$ cat config.mk
export PLATFORM = sky130hd
export DESIGN_NAME = protocol_sequencer_core_flat
export DESIGN_NICKNAME = d
export VERILOG_FILES = /design/src/rtl/protocol_sequencer_core_if.sv /design/src/rtl/protocol_sequencer_core.sv /design/src/flat_wrapper.sv
export SDC_FILE = /design/constraint.sdc
export NUM_CORES = 1
export LEC_CHECK = 0
export ABC_AREA = 1
export CAP_MARGIN = 5
export CORE_MARGIN = 8
export CORE_UTILIZATION = 50
export CTS_CLUSTER_SIZE = 30
export DETAILED_ROUTE_END_ITERATION = 6
export PLACE_DENSITY = 0.84
export SYNTH_ARGS = -nofsm -noshare
export SYNTH_HDL_FRONTEND = slang
export SYNTH_SLANG_ARGS = --single-unit
$ cat constraint.sdc
create_clock -name clk -period 1.92 [get_ports clk]
set_clock_uncertainty 0.15 [all_clocks]
set_input_delay 0.384 -clock clk [delete_from_list [all_inputs] [get_ports clk]]
set_output_delay 0.384 -clock clk [all_outputs]
set_load 0.01 [all_outputs]
$ cat src/rtl/protocol_sequencer_core_if.sv
// Program-memory fetch port plus bus-engine request/response channel of the sequencer.
// master = sequencer side, slave = memory / bus-engine side.
interface protocol_sequencer_core_if #(
   parameter int ADDR_W = 8
);
   logic              prog_rd_en;
   logic [ADDR_W-1:0] prog_addr;
   logic [12:0]       prog_rdata;
   logic              xfer_valid;
   logic              xfer_ready;
   logic [3:0]        xfer_cnfg;
   logic [7:0]        xfer_data;
   logic              rsp_valid;
   logic [7:0]        rsp_data;

   modport master (
      output prog_rd_en, prog_addr, xfer_valid, xfer_cnfg, xfer_data,
      input  prog_rdata, xfer_ready, rsp_valid, rsp_data
   );

   modport slave (
      input  prog_rd_en, prog_addr, xfer_valid, xfer_cnfg, xfer_data,
      output prog_rdata, xfer_ready, rsp_valid, rsp_data
   );
endinterface

$ cat src/rtl/protocol_sequencer_core.sv
// Sequencer execution engine: fetch/decode of 13-bit program words, bus transfer dispatch, control flow.
// 2 cycles per instruction, transfers 3 cycles plus bus latency; xfer request held stable until xfer_ready.
module protocol_sequencer_core #(
   parameter int ADDR_W        = 8,
   parameter int WAIT_PRESCALE = 1
) (
   input  logic clk,
   input  logic rst_n,
   input  logic start_i,
   input  logic resume_i,
   output logic busy_o,
   output logic paused_o,
   output logic done_o,
   output logic error_o,
   protocol_sequencer_core_if.master bus
);
   localparam int CNT_W = 8 + $clog2(WAIT_PRESCALE + 1);

   typedef struct packed {
      logic [7:0] data;
      logic [3:0] cnfg;
      logic       cmd_type;
   } protocol_transfer_t;

   typedef enum logic [2:0] {
      S_IDLE, S_FETCH, S_DECODE, S_XFER_REQ, S_XFER_WAIT, S_WAIT, S_PAUSE
   } state_t;

   typedef enum logic [2:0] {
      OP_WAIT       = 3'd0,
      OP_COMPARE    = 3'd1,
      OP_COMP_JMP   = 3'd2,
      OP_END        = 3'd3,
      OP_PAUSE      = 3'd4,
      OP_UNCOND_JMP = 3'd5
   } opcode_t;

   state_t             state_q;
   logic [ADDR_W-1:0]  pc_q, pc_d;
   logic [CNT_W-1:0]   wait_cnt_q;
   logic               cmp_flag_q;
   logic [7:0]         last_byte_q, prev_byte_q;
   logic               busy_q, paused_q, done_q, error_q;
   logic               prog_rd_en_q, xfer_valid_q;
   logic [3:0]         xfer_cnfg_q;
   logic [7:0]         xfer_data_q;

   protocol_transfer_t word;
   opcode_t            opcode;
   logic               mod;
   logic [ADDR_W-1:0]  pc_inc, pc_jmp;
   logic [CNT_W-1:0]   wait_total;

   assign word       = bus.prog_rdata;
   assign opcode     = opcode_t'(word.cnfg[2:0]);
   assign mod        = word.cnfg[3];
   assign pc_inc     = pc_q + ADDR_W'(1);
   assign pc_jmp     = mod ? (pc_q - ADDR_W'(word.data)) : (pc_q + ADDR_W'(word.data));
   assign wait_total = CNT_W'(word.data) * CNT_W'(WAIT_PRESCALE) - CNT_W'(1);

   always_comb begin
      pc_d = pc_q;
      case (state_q)
         S_IDLE:      if (start_i) pc_d = '0;
         S_DECODE: begin
            if (!word.cmd_type) begin
               case (opcode)
                  OP_WAIT:       if (word.data == 8'd0) pc_d = pc_inc;
                  OP_COMPARE:    pc_d = pc_inc;
                  OP_COMP_JMP:   pc_d = cmp_flag_q ? pc_jmp : pc_inc;
                  OP_UNCOND_JMP: pc_d = pc_jmp;
                  default:       pc_d = pc_q;
               endcase
            end
         end
         S_XFER_WAIT: if (bus.rsp_valid) pc_d = pc_inc;
         S_WAIT:      if (wait_cnt_q == '0) pc_d = pc_inc;
         S_PAUSE:     if (resume_i) pc_d = pc_inc;
         default:     pc_d = pc_q;
      endcase
   end

   always_ff @(posedge clk or negedge rst_n) begin
      if (!rst_n) begin
         state_q      <= S_IDLE;
         pc_q         <= '0;
         wait_cnt_q   <= '0;
         cmp_flag_q   <= 1'b0;
         last_byte_q  <= 8'd0;
         prev_byte_q  <= 8'd0;
         busy_q       <= 1'b0;
         paused_q     <= 1'b0;
         done_q       <= 1'b0;
         error_q      <= 1'b0;
         prog_rd_en_q <= 1'b0;
         xfer_valid_q <= 1'b0;
         xfer_cnfg_q  <= 4'd0;
         xfer_data_q  <= 8'd0;
      end else begin
         pc_q         <= pc_d;
         done_q       <= 1'b0;
         prog_rd_en_q <= 1'b0;
         case (state_q)
            S_IDLE: begin
               if (start_i) begin
                  state_q      <= S_FETCH;
                  busy_q       <= 1'b1;
                  error_q      <= 1'b0;
                  cmp_flag_q   <= 1'b0;
                  prog_rd_en_q <= 1'b1;
               end
            end
            S_FETCH: state_q <= S_DECODE;
            S_DECODE: begin
               if (word.cmd_type) begin
                  xfer_cnfg_q  <= word.cnfg;
                  xfer_data_q  <= word.data;
                  xfer_valid_q <= 1'b1;
                  state_q      <= S_XFER_REQ;
               end else begin
                  case (opcode)
                     OP_WAIT: begin
                        if (word.data == 8'd0) begin
                           state_q      <= S_FETCH;
                           prog_rd_en_q <= 1'b1;
                        end else begin
                           wait_cnt_q <= wait_total;
                           state_q    <= S_WAIT;
                        end
                     end
                     OP_COMPARE: begin
                        cmp_flag_q   <= mod ? (last_byte_q == word.data) : (prev_byte_q == word.data);
                        state_q      <= S_FETCH;
                        prog_rd_en_q <= 1'b1;
                     end
                     OP_COMP_JMP, OP_UNCOND_JMP: begin
                        state_q      <= S_FETCH;
                        prog_rd_en_q <= 1'b1;
                     end
                     OP_END: begin
                        done_q  <= 1'b1;
                        busy_q  <= 1'b0;
                        state_q <= S_IDLE;
                     end
                     OP_PAUSE: begin
                        paused_q <= 1'b1;
                        state_q  <= S_PAUSE;
                     end
                     // Opcodes 6/7 abort the program without a done pulse.
                     default: begin
                        error_q <= 1'b1;
                        busy_q  <= 1'b0;
                        state_q <= S_IDLE;
                     end
                  endcase
               end
            end
            S_XFER_REQ: begin
               if (bus.xfer_ready) begin
                  xfer_valid_q <= 1'b0;
                  state_q      <= S_XFER_WAIT;
               end
            end
            S_XFER_WAIT: begin
               if (bus.rsp_valid) begin
                  prev_byte_q  <= last_byte_q;
                  last_byte_q  <= bus.rsp_data;
                  state_q      <= S_FETCH;
                  prog_rd_en_q <= 1'b1;
               end
            end
            S_WAIT: begin
               if (wait_cnt_q == '0) begin
                  state_q      <= S_FETCH;
                  prog_rd_en_q <= 1'b1;
               end else begin
                  wait_cnt_q <= wait_cnt_q - CNT_W'(1);
               end
            end
            S_PAUSE: begin
               if (resume_i) begin
                  paused_q     <= 1'b0;
                  state_q      <= S_FETCH;
                  prog_rd_en_q <= 1'b1;
               end
            end
            default: state_q <= S_IDLE;
         endcase
      end
   end

   assign busy_o         = busy_q;
   assign paused_o       = paused_q;
   assign done_o         = done_q;
   assign error_o        = error_q;
   assign bus.prog_rd_en = prog_rd_en_q;
   assign bus.prog_addr  = pc_q;
   assign bus.xfer_valid = xfer_valid_q;
   assign bus.xfer_cnfg  = xfer_cnfg_q;
   assign bus.xfer_data  = xfer_data_q;
endmodule

$ cat src/flat_wrapper.sv
// flat-port wrapper written by rule: the top's interface ports become plain ports
module protocol_sequencer_core_flat 
#(
   parameter int ADDR_W        = 8,
   parameter int WAIT_PRESCALE = 1
)
  (clk, rst_n, start_i, resume_i, busy_o, paused_o, done_o, error_o, bus_prog_rd_en, bus_prog_addr, bus_xfer_valid, bus_xfer_cnfg, bus_xfer_data, bus_prog_rdata, bus_xfer_ready, bus_rsp_valid, bus_rsp_data);
  protocol_sequencer_core_if #(.ADDR_W(ADDR_W)) bus_i ();
  input  logic clk;
  input  logic rst_n;
  input  logic start_i;
  input  logic resume_i;
  output logic busy_o;
  output logic paused_o;
  output logic done_o;
  output logic error_o;
  output wire logic [$bits(bus_i.prog_rd_en)-1:0] bus_prog_rd_en;
  output wire logic [$bits(bus_i.prog_addr)-1:0] bus_prog_addr;
  output wire logic [$bits(bus_i.xfer_valid)-1:0] bus_xfer_valid;
  output wire logic [$bits(bus_i.xfer_cnfg)-1:0] bus_xfer_cnfg;
  output wire logic [$bits(bus_i.xfer_data)-1:0] bus_xfer_data;
  input wire logic [$bits(bus_i.prog_rdata)-1:0] bus_prog_rdata;
  input wire logic [$bits(bus_i.xfer_ready)-1:0] bus_xfer_ready;
  input wire logic [$bits(bus_i.rsp_valid)-1:0] bus_rsp_valid;
  input wire logic [$bits(bus_i.rsp_data)-1:0] bus_rsp_data;
  assign bus_prog_rd_en = bus_i.prog_rd_en;
  assign bus_prog_addr = bus_i.prog_addr;
  assign bus_xfer_valid = bus_i.xfer_valid;
  assign bus_xfer_cnfg = bus_i.xfer_cnfg;
  assign bus_xfer_data = bus_i.xfer_data;
  assign bus_i.prog_rdata = bus_prog_rdata;
  assign bus_i.xfer_ready = bus_xfer_ready;
  assign bus_i.rsp_valid = bus_rsp_valid;
  assign bus_i.rsp_data = bus_rsp_data;
  protocol_sequencer_core #(.ADDR_W(ADDR_W), .WAIT_PRESCALE(WAIT_PRESCALE)) u_core (.clk(clk), .rst_n(rst_n), .start_i(start_i), .resume_i(resume_i), .busy_o(busy_o), .paused_o(paused_o), .done_o(done_o), .error_o(error_o), .bus(bus_i));
endmodule
==> summary.md <==
| Metric | Value |
|---|---|
| Post-synthesis cell type with the largest combined area | dfrtp_1 |
| Worst EP arrival | 2.31 ns |
| Max Fclk | 444 MHz |
| Clock sinks | 55 |
| Gr usage total | 0.213 |
| DRT antenna net count | 0 |
| Max Fanout on Critical Path | 3 |
| WHS | 0.318 ns |
| Synthesized netlist cell count | 504 |
| TritonCTS clock tree | built |
| Vias in the first global route | 3,781 |
| Fin crit period | 2.25 ns |
| Critical path class | input port to flop |
| DR WL/cell | 15.7 um |
| Post-Route WL | 11,400 um |
| Worst-path clk slew | 0.10 ns |
| Util after Layout | 0.745 |
| Slowest CP cell | ha_4 |
| Routability cong. | 0.946 |
| Asr flop ratio synth | 1.00 |
| TritonRoute pass-1 iters | 5 |
| Largest net degree at the start of global routing | 33 |
| Pins Over Slew Limit | 0 |
| Failing checks | negative setup slack |
| CP peak stage delay | 0.32 ns |
| Rows | 31 |
| Initial Util | 0.511 |
| Type of the most critical hold path | input port to asynchronous set/reset pin |
| Area contributors post-synth | dfrtp_1 38%, nand2_1 16%, inv_1 6.2% |
| Initial DRC count | 173 |
| Most numerous cell in the Yosys netlist | nand2_1 |
| Via count | 3,939 |
| Detail Placement HPWL | 7870 um |
| Worst-Skew Late Latency | 0.31 ns |
| Synthesized flop and latch total | 55 |
| Place WS | -1.01 ns |
| Top-area cell type share of the netlist area | 0.378 |
| Leakage | 2.64 nW |
| Residual DRC | 0 |
| Final worst setup slack | -0.332 ns |
| Number of library cell types mapped by synthesis | 39 |
| Maxcap violations | 0 |
| CP Cell Sequence | dlygate4sd2_1 -> inv_1 -> a31oi_4 -> xor2_1 -> inv_1 -> ha_4 -> nand2_4 -> inv_2 -> nand2_2 -> nand2_2 -> a21oi_2 -> nand3_2 -> nand3_2 -> nand2_1 -> nand2_1 -> nand2_1 -> nand2_1 |
| Startpoint Class | input port |
| Synth Flop Type | dfrtp_1 |
| Critical path data required time | 1.98 ns |
| Post-synth EDFFs | 0 |
| IO Port Bufs | 52 |
| First-pass GRT wire length | 17,500 um |
| Layout area overhead | 46.0% |
| Die height | 101 um |
| Register area share after synthesis | 0.378 |
| Fin nets | 669 |
| CP delay by family, top | buffers and inverters |
| Worst Tran Pin Value | 0.336 ns |
| Post-synth top cells | 156 x nand2_1, 60 x inv_1, 55 x dfrtp_1 |
| Post-synthesis net count | 542 |
| VDD IR-drop max | 0.702 mV |
| Core Region | 7140 um^2 |
| Fin. Hold Viols | 0 |
| Buf+Inv Stages, Crit Path | 4 |
| CTS root buf | clkbuf_8 |
| Num CTS Buffers | 5 |
| Setup-failing EPs final | 9 |
| Mean post-synth cell area | 7.23 um^2 |
| PwrDens | 1250 nW/um^2 |
| Status | complete, but fails checks |
| Post-Syn Area | 3640 um^2 |
| Crit path top cell by count | nand2_1 |
| Setup TNS Final | -1.20 ns |
| Ant. Diodes | 0 |
| Remaining Overflow, GRT | 0 |
| Fillers | 490 |
| CTS max path bufs | 2 |
| IO Count | 53 |
| Worst setup EP type | flop |
| Yosys Warn Count | 0 |
| Vias per inst | 5.39 |
| H-tree levels | 2 |
| Headroom to the max-slew limit | 0.776 |
| Layout cell share with drive strength beyond 1 | 0.288 |
| Die span in x | 101 um |
| Initial antenna violation count | 0 |
| Final period utilization | 1.17 |
| RSZ-0062 raised after global routing | yes |
| Tot Pwr | 6.62 mW |
| Die Area | 10,300 um^2 |
## layer usage
layer	part of all wire	track usage	vias up
li1	-	-	1876
met3	0.069	0.0460	59
met2	0.48	0.352	181
met1	0.39	0.255	1823
met4	0.053	0.107	0
met5	0	0	-
## worst reg2reg max path, delay by kind of cell (launching register included)
family	cells	cell delay, ns
adder cells (fa/ha/maj)	2	0.56
buffers and inverters	2	0.16
flip-flops	1	0.38
AND/OR/NAND/NOR	7	0.57
## state kept, by name, indices dropped and copies added (netlist names)
| signal | count |
|---|---|
| u_core.bus.prog_addr | 8 |
| u_core.bus.prog_rd_en | 1 |
| u_core.bus.xfer_cnfg | 4 |
| u_core.bus.xfer_data | 8 |
| u_core.bus.xfer_valid | 1 |
| u_core.busy_o | 1 |
| u_core.cmp_flag_q | 1 |
| u_core.done_o | 1 |
| u_core.error_o | 1 |
| u_core.last_byte_q | 8 |
| u_core.paused_o | 1 |
| u_core.prev_byte_q | 8 |
| u_core.state_q | 3 |
| u_core.wait_cnt_q | 9 |
## layout by cell type (no fill, tap or decap), types with 9 or more instances in the layout
master,n
nand2_1,144
buf_4,68
dfrtp_1,53
inv_1,52
clkdlybuf4s50_1,41
o21ai_0,36
nor2_1,31
nand3_1,22
nand2_2,15
xor2_1,14
a21oi_1,12
o21ai_1,11
nand3_2,10
inv_2,9
## metrics by stage
stage | area (um^2) | instances
6_report | 5320 | 731
5_1_grt | 5320 | 731
4_1_cts | 5060 | 724
3_5_place_dp | 4850 | 711
3_3_place_gp | 4850 | 711
2_1_floorplan | 3740 | 504
## what timing repair did
action / CTS / global route
cloned: 0 / 0
hold buffers: 1 / 0
buffers inserted: 5 / 8
pin swaps: 26 / 40
resized for setup: 49 / 52
setup endpoints to repair: 22 / 28
endpoints found under the hold margin: 7 / 0
## logic make-up after synthesis
family,synth area share
DFF,0.378
AOI/OAI and AO/OA,0.150
and+or+nand+nor,0.298
xor gates and xnor gates,0.0457
buffers and inverters,0.0886
adders and majority gates,0.0398
## report_power, final
| group | internal (mW) | switching, mW | leakage, nW |
|---|---|---|---|
| Combinational | 1.81 | 2.08 | 1.91 |
| Sequential | 1.66 | 0.410 | 0.679 |
| Clock | 0.258 | 0.402 | 0.0483 |
## layout make-up
type,count,area [um^2],share of cell area
clock inverter,3,18.8,0.00353
clock buffer,5,68.8,0.0129
sequential,55,1380,0.259
tap,99,124,0.0233
multi-input combinational,372,2270,0.426
timing repair buffer,131,1180,0.222
inverter,66,280,0.0527
## path summary, 6_finish.rpt
check,from,to,slack (ns),cells after the start
max in group asynchronous,rst_n,u_core.bus.xfer_valid,0.80,3
min in group clk,bus_prog_rdata[6],u_core.bus.xfer_data[1],0.33,4
setup / recovery,bus_prog_rdata[10],u_core.bus.prog_addr[7],-0.33,17
hold / removal,rst_n,u_core.wait_cnt_q[1],0.32,2
hold reg to reg,u_core.prev_byte_q[3],u_core.prev_byte_q[3],0.34,2
setup reg to reg,u_core.bus.prog_addr[0],u_core.bus.prog_addr[6],0.01,11
No activity file was read; power rests on OpenSTA's default activity.
